`src/rtl/player_ctrl.sv`:
```
// player_ctrl: per-player controller. Moves a rectangular sprite from keyboard keycodes,
// blocks motion against square walls and the screen edges, detects enemy blast overlap,
// tracks lives with post-hit invulnerability and rate-limits bomb drops.
//
// Ports:
//   frame_clk    frame-rate clock, all state updates on its rising edge
//   Reset_n      synchronous active-low reset
//   keycode      current keycode, 0 = no key
//   wallX/Y/S    packed wall left/top/side, wall i at [10i+9:10i]; side 0 disables the wall
//   bombX/Y/S    enemy blast square, bomb_active marks it live
//   userX/userY  registered sprite top-left
//   heart        remaining lives
//   bomb_drop    one-cycle bomb drop pulse
//   damage       one-cycle pulse on the frame a hit is taken
//   collide      sprite overlapped a live blast on the last frame, regardless of state
//   invuln       high while invulnerable
//   dead         high once all lives are gone
module player_ctrl #(
    parameter int unsigned NUM_WALLS     = 4,
    parameter int unsigned X_START       = 20,
    parameter int unsigned Y_START       = 20,
    parameter int unsigned X_SIZE        = 16,
    parameter int unsigned Y_SIZE        = 25,
    parameter int unsigned STEP          = 1,
    parameter int unsigned X_MAX         = 639,
    parameter int unsigned Y_MAX         = 479,
    parameter logic [7:0]  KEY_UP        = 8'h1A,
    parameter logic [7:0]  KEY_DOWN      = 8'h16,
    parameter logic [7:0]  KEY_LEFT      = 8'h04,
    parameter logic [7:0]  KEY_RIGHT     = 8'h07,
    parameter logic [7:0]  KEY_BOMB      = 8'h19,
    parameter int unsigned LIVES         = 3,
    parameter int unsigned INVULN_FRAMES = 120,
    parameter int unsigned BOMB_COOLDOWN = 180
) (
    input  logic                      frame_clk,
    input  logic                      Reset_n,
    input  logic [7:0]                keycode,
    input  logic [10*NUM_WALLS-1:0]   wallX,
    input  logic [10*NUM_WALLS-1:0]   wallY,
    input  logic [10*NUM_WALLS-1:0]   wallS,
    input  logic [9:0]                bombX,
    input  logic [9:0]                bombY,
    input  logic [9:0]                bombS,
    input  logic                      bomb_active,
    output logic [9:0]                userX,
    output logic [9:0]                userY,
    output logic [2:0]                heart,
    output logic                      bomb_drop,
    output logic                      damage,
    output logic                      collide,
    output logic                      invuln,
    output logic                      dead
);

    localparam logic [1:0] StAlive  = 2'd0;
    localparam logic [1:0] StInvuln = 2'd1;
    localparam logic [1:0] StDead   = 2'd2;

    localparam int unsigned InvW  = $clog2(INVULN_FRAMES + 1);
    localparam int unsigned CoolW = $clog2(BOMB_COOLDOWN + 1);

    localparam logic [10:0] XLim   = 11'(X_MAX + 1 - X_SIZE);
    localparam logic [10:0] YLim   = 11'(Y_MAX + 1 - Y_SIZE);
    localparam logic [10:0] Step   = 11'(STEP);
    localparam logic [10:0] XSz    = 11'(X_SIZE);
    localparam logic [10:0] YSz    = 11'(Y_SIZE);
    localparam logic [9:0]  XStart = 10'(X_START);
    localparam logic [9:0]  YStart = 10'(Y_START);

    // Strict AABB: touching edges do not overlap.
    function automatic logic overlap(input logic [10:0] ax, input logic [10:0] ay,
                                     input logic [10:0] aw, input logic [10:0] ah,
                                     input logic [10:0] bx, input logic [10:0] by,
                                     input logic [10:0] bw, input logic [10:0] bh);
        return (ax < bx + bw) && (ax + aw > bx) && (ay < by + bh) && (ay + ah > by);
    endfunction

    logic [9:0]       x_q, x_d, y_q, y_d;
    logic [2:0]       heart_q, heart_d;
    logic [1:0]       state_q, state_d;
    logic [InvW-1:0]  inv_cnt_q, inv_cnt_d;
    logic [CoolW-1:0] cool_q, cool_d;
    logic [7:0]       prev_key_q;
    logic             drop_q, drop_d;
    logic             damage_q, damage_d;
    logic             collide_q, collide_d;

    logic [10:0] cur_x, cur_y;
    logic [10:0] sum_x, sum_y;
    logic [9:0]  cand_x, cand_y;
    logic [9:0]  move_x, move_y;
    logic        wall_block;
    logic        blast_hit;
    logic        hit_now;
    logic        bomb_fire;

    assign cur_x = {1'b0, x_q};
    assign cur_y = {1'b0, y_q};
    assign sum_x = cur_x + Step;
    assign sum_y = cur_y + Step;

    // Candidate position from the current key only, clamped to the screen.
    always_comb begin
        cand_x = x_q;
        cand_y = y_q;
        case (keycode)
            KEY_UP:    cand_y = (cur_y >= Step) ? 10'(cur_y - Step) : 10'd0;
            KEY_DOWN:  cand_y = (sum_y > YLim) ? 10'(YLim) : 10'(sum_y);
            KEY_LEFT:  cand_x = (cur_x >= Step) ? 10'(cur_x - Step) : 10'd0;
            KEY_RIGHT: cand_x = (sum_x > XLim) ? 10'(XLim) : 10'(sum_x);
            default:   ;
        endcase
    end

    // Any enabled wall overlapping the candidate cancels the whole move.
    always_comb begin
        wall_block = 1'b0;
        for (int i = 0; i < int'(NUM_WALLS); i++) begin
            if (wallS[10*i +: 10] != 10'd0 &&
                overlap({1'b0, cand_x}, {1'b0, cand_y}, XSz, YSz,
                        {1'b0, wallX[10*i +: 10]}, {1'b0, wallY[10*i +: 10]},
                        {1'b0, wallS[10*i +: 10]}, {1'b0, wallS[10*i +: 10]})) begin
                wall_block = 1'b1;
            end
        end
        move_x = wall_block ? x_q : cand_x;
        move_y = wall_block ? y_q : cand_y;
    end

    assign blast_hit = bomb_active &&
                       overlap(cur_x, cur_y, XSz, YSz, {1'b0, bombX}, {1'b0, bombY},
                               {1'b0, bombS}, {1'b0, bombS});
    assign hit_now   = (state_q == StAlive) && blast_hit;
    // A hit in the same frame swallows the bomb press.
    assign bomb_fire = (keycode == KEY_BOMB) && (prev_key_q != KEY_BOMB) &&
                       (cool_q == '0) && (state_q != StDead) && !hit_now;

    always_comb begin
        x_d       = x_q;
        y_d       = y_q;
        heart_d   = heart_q;
        state_d   = state_q;
        inv_cnt_d = inv_cnt_q;
        cool_d    = (cool_q != '0) ? cool_q - CoolW'(1) : '0;
        drop_d    = 1'b0;
        damage_d  = 1'b0;
        collide_d = blast_hit;

        case (state_q)
            StAlive: begin
                if (blast_hit) begin
                    damage_d = 1'b1;
                    heart_d  = heart_q - 3'd1;
                    x_d      = XStart;
                    y_d      = YStart;
                    if (heart_q == 3'd1) begin
                        state_d = StDead;
                    end else begin
                        inv_cnt_d = InvW'(INVULN_FRAMES);
                        state_d   = StInvuln;
                    end
                end else begin
                    x_d = move_x;
                    y_d = move_y;
                end
            end
            StInvuln: begin
                x_d = move_x;
                y_d = move_y;
                if (inv_cnt_q <= InvW'(1)) begin
                    inv_cnt_d = '0;
                    state_d   = StAlive;
                end else begin
                    inv_cnt_d = inv_cnt_q - InvW'(1);
                end
            end
            StDead: begin
                heart_d = 3'd0;
            end
            default: begin
                state_d = StAlive;
            end
        endcase

        if (bomb_fire) begin
            drop_d = 1'b1;
            cool_d = CoolW'(BOMB_COOLDOWN);
        end
    end

    always_ff @(posedge frame_clk) begin
        if (!Reset_n) begin
            x_q        <= XStart;
            y_q        <= YStart;
            heart_q    <= 3'(LIVES);
            state_q    <= StAlive;
            inv_cnt_q  <= '0;
            cool_q     <= '0;
            prev_key_q <= 8'd0;
            drop_q     <= 1'b0;
            damage_q   <= 1'b0;
            collide_q  <= 1'b0;
        end else begin
            x_q        <= x_d;
            y_q        <= y_d;
            heart_q    <= heart_d;
            state_q    <= state_d;
            inv_cnt_q  <= inv_cnt_d;
            cool_q     <= cool_d;
            prev_key_q <= keycode;
            drop_q     <= drop_d;
            damage_q   <= damage_d;
            collide_q  <= collide_d;
        end
    end

    assign userX     = x_q;
    assign userY     = y_q;
    assign heart     = heart_q;
    assign bomb_drop = drop_q;
    assign damage    = damage_q;
    assign collide   = collide_q;
    assign invuln    = (state_q == StInvuln);
    assign dead      = (state_q == StDead);

endmodule

```
`config.mk`:
```
export PLATFORM = sky130hd
export DESIGN_NAME = player_ctrl
export DESIGN_NICKNAME = d
export VERILOG_FILES = /design/src/rtl/player_ctrl.sv
export SDC_FILE = /design/constraint.sdc
export NUM_CORES = 1
export LEC_CHECK = 0
export CAP_MARGIN = 30
export CORE_MARGIN = 2
export CORE_UTILIZATION = 57
export DETAILED_ROUTE_END_ITERATION = 6
export PLACE_DENSITY = 0.89
export SLEW_MARGIN = 20
export SYNTH_ARGS = -nofsm -noshare
export SYNTH_HDL_FRONTEND = slang
export SYNTH_SLANG_ARGS = --single-unit
```
`constraint.sdc`:
```
create_clock -name frame_clk -period 7.9 [get_ports frame_clk]
set_clock_uncertainty 0.15 [all_clocks]
set_input_delay 0.79 -clock frame_clk [delete_from_list [all_inputs] [get_ports frame_clk]]
set_output_delay 0.79 -clock frame_clk [all_outputs]
set_load 0.02 [all_outputs]
```
==> results.toml <==
[status]
status = "finished, final reports clean"

[cts]
root_buffer = "clkbuf_16"
htreeDepth = 2
clkSinkCount = 51
clock_latency_ns = 0.30
postCtsSetupRepairBufs = 0
cts_tree = "done"
hold_buffers = 0
path_clk_slew_ns = 0.07
post_cts_resize_count = 0
cts-buffers-inserted = 5
clk_path_buf_depth = 2

[yosys]
synth.distinct_cells = 93
synth.largest_area_cell = "ha_1"
synthFlopType = "dfxtp_1"
async_reset_ff_share_pct = 0
yosys.area.top_type_share_pct = 30.83
synth_seq_cells = 51
netlist_instances = 1592
synth_fp_nets = 2070
ys_seq_area_share_pct = 8.194
synthTopCellsByArea = "ha_1 31%, dfxtp_1 8.2%, a21oi_1 5.7%"
syn_area_sq_um = 12460
ys_warn_count = 0
syn_avg_cell_area_sq_um = 7.827
synth-edff-count = 0

[floorplanning]
rows = 54
io-pin-count = 189
coreArea_sq_um = 21620
initial_core_util_pct = 57.63
die_y_microns = 151.9
die-area_sq_um = 23060
fp.dieW_microns = 151.9

[sta]
tightest_slew_ns = 0.9029
rsz0062_at_grt = "false"
fmaxAchievable_mhz = 143.9
setup_slack_ns = 0.9526
hold_viol_final = 0
fin_crit_ns = 6.947
finalMaxSlewViolations = 0
post-route-period-util_pct = 87.94
fin_setup_tns_ns = 0
relSlewSlack_pct = 39.59
setup_violations = 0

[place]
place.detailed.hpwl_microns = 32850
dp_cells = 2036
place_ws_ns = 0.4728
port_buffers = 188
place_congestion = 0.9773
place_area_sq_um = 14570

[finish]
final_common_cell = "ha_1"
nFillCells = 1741
antenna_cells = 0
final_area_sq_um = 14760
area_growth_pct = 18.45
nets = 2242
final_cell_mix = "307 x ha_1, 188 x clkdlybuf4s50_1, 172 x inv_1"
drive_gt1_share_pct = 3.343
stdcell_count = 2045

[power_and_ir_drop]
cellPowerDensity_nw_per_um2 = 84.84
ir_worst_vdd_v = 0.00008125
leakage_nw = 7.097

[worst_setup_path]
required_ns = 7.90
crit_type = "input port to flop"
r2r_start = "userY[0]"
cp_slowest_stage_delay_ns = 0.69
critPathCaptureType = "flop"
start_kind = "input port"
critPathSlowestCell = "nor4b_4"
rr_endpoint = "userX[4]"
path_cells = "clkdlybuf4s50_1 -> nor4b_4 -> nand3_1 -> o21ai_0 -> o41ai_1 -> nor2_1 -> inv_1 -> ha_1 -> and2_1 -> nor2b_1 -> xor2_1 -> ha_1 -> nand2_1 -> or4_1 -> o21ai_0 -> a211oi_2 -> a221oi_1 -> o2111ai_4 -> nor2_4 -> a22oi_1"
cp_max_fo = 18
crit_end = "userX[4]"
crit_arrival_ns = 6.94
ff2ff_setup_slack_ns = 0.96
crit_start = "keycode[3]"
rr_worst_depth = 21

[worst_hold_path]
hold_class = "flop to flop"
hold-path-cell-count = 1

[routing]
drc = 0
detail_route.first_pass.iterations = 5
drtAntennaViolNets = 0
vias_per_cell = 6.389
wl_per_cell_microns = 19.36
drt_iter0_markers = 1041
routed_wl_microns = 39590
vias = 13065

[global_route]
antenna_found_initial = 0
grt_pass1_vias = 12788
grt_max_degree = 21
grt_pass1_wl_microns = 63110
overflow = 0
track_usage_pct = 32.70

[job]
drv_cap = 0
-- cells in the mapped netlist, drive strengths merged, types with 17 or more instances --
master and number:
o21ai 83, o21a 29, nand2 84, a22o 17
ha 307, o211ai 21, or3 21, nor3 35
xor2 43, nand4 32, nand3 34, a21o 47
inv 172, nor2b 20, a21oi 142, o21bai 32
nand2b 21, buf 23, dfxtp 51, nor2 91
xnor2 63
-- final cells by class --
class / instances / area (sq um) / area share, %
clock buffer: 5 / 125.1 / 0.8477
clock inverter: 3 / 47.55 / 0.3221
inverter: 172 / 645.6 / 4.374
multi-input combinational: 1337 / 10620 / 71.97
sequential: 51 / 1021 / 6.918
tap: 280 / 350.3 / 2.374
timing repair buffer: 197 / 1947 / 13.19
-- through the flow --
step	util, %	hold WS (ns)	power, mW
after floorplan	-	0.2873	0.7531
after global placement	67.40	0.3091	0.9556
after detailed placement	67.40	0.3241	0.9869
after CTS	68.20	0.3406	1.242
after global routing	68.26	0.3789	1.345
final	68.26	0.3424	1.252
-- layer usage --
| layer | share of wire, % | wire length [microns] | vias to the layer above | track usage (%) |
|---|---|---|---|---|
| met1 | 40 | 16020 | 5953 | 40.97 |
| met3 | 8.0 | 3153 | 169 | 3.137 |
| met2 | 45 | 17900 | 718 | 55.15 |
| met5 | 0 | 0 | - | 0 |
| li1 | - | - | 6225 | - |
| met4 | 6.4 | 2527 | 0 | 18.29 |
-- registers in the layout, indices dropped and copies added, names as in the netlist --
register	flops
userY	10
userX	10
inv_cnt_q	7
prev_key_q	8
heart	3
collide	1
bomb_drop	1
cool_q	8
damage	1
state_q	2
-- how the worst min path moves through the flow --
stage	endpoint	slack, ns	from
final	cool_q[0]	0.34	cool_q[0]
after global routing	cool_q[0]	0.38	cool_q[0]
after CTS	cool_q[0]	0.34	cool_q[0]
after detailed placement	cool_q[0]	0.32	cool_q[0]
after global placement	cool_q[0]	0.31	cool_q[0]
after floorplan	cool_q[0]	0.29	cool_q[0]
-- report_power, final --
part	total (mW)	internal, mW	switching (mW)
Clock	0.254	0.151	0.102
Sequential	0.289	0.274	0.0152
Combinational	0.710	0.338	0.372
Total	1.25	0.763	0.489
-- worst max-delay path: cells and delay by family --
family          cells  cell delay [ns]
compound gates      7             1.47
xor+xnor            1             0.39
fa+ha+maj           2             0.48
buf+inv             2             0.82
simple gates        8             2.97
-- cell families (layout without fill, tap and decap cells) --
| family | Yosys count | after routing | synth area share, % |
|---|---|---|---|
| adders and majority gates | 317 | 317 | 32.43 |
| buffers and inverters | 204 | 377 | 6.627 |
| muxes | 4 | 4 | 0.3414 |
| and+or+nand+nor | 424 | 424 | 18.32 |
| DFF | 51 | 51 | 8.194 |
| AOI/OAI and AO/OA | 486 | 486 | 26.64 |
| xor gates and xnor gates | 106 | 106 | 7.451 |
Note: power is estimated with default switching activity, not from simulation.
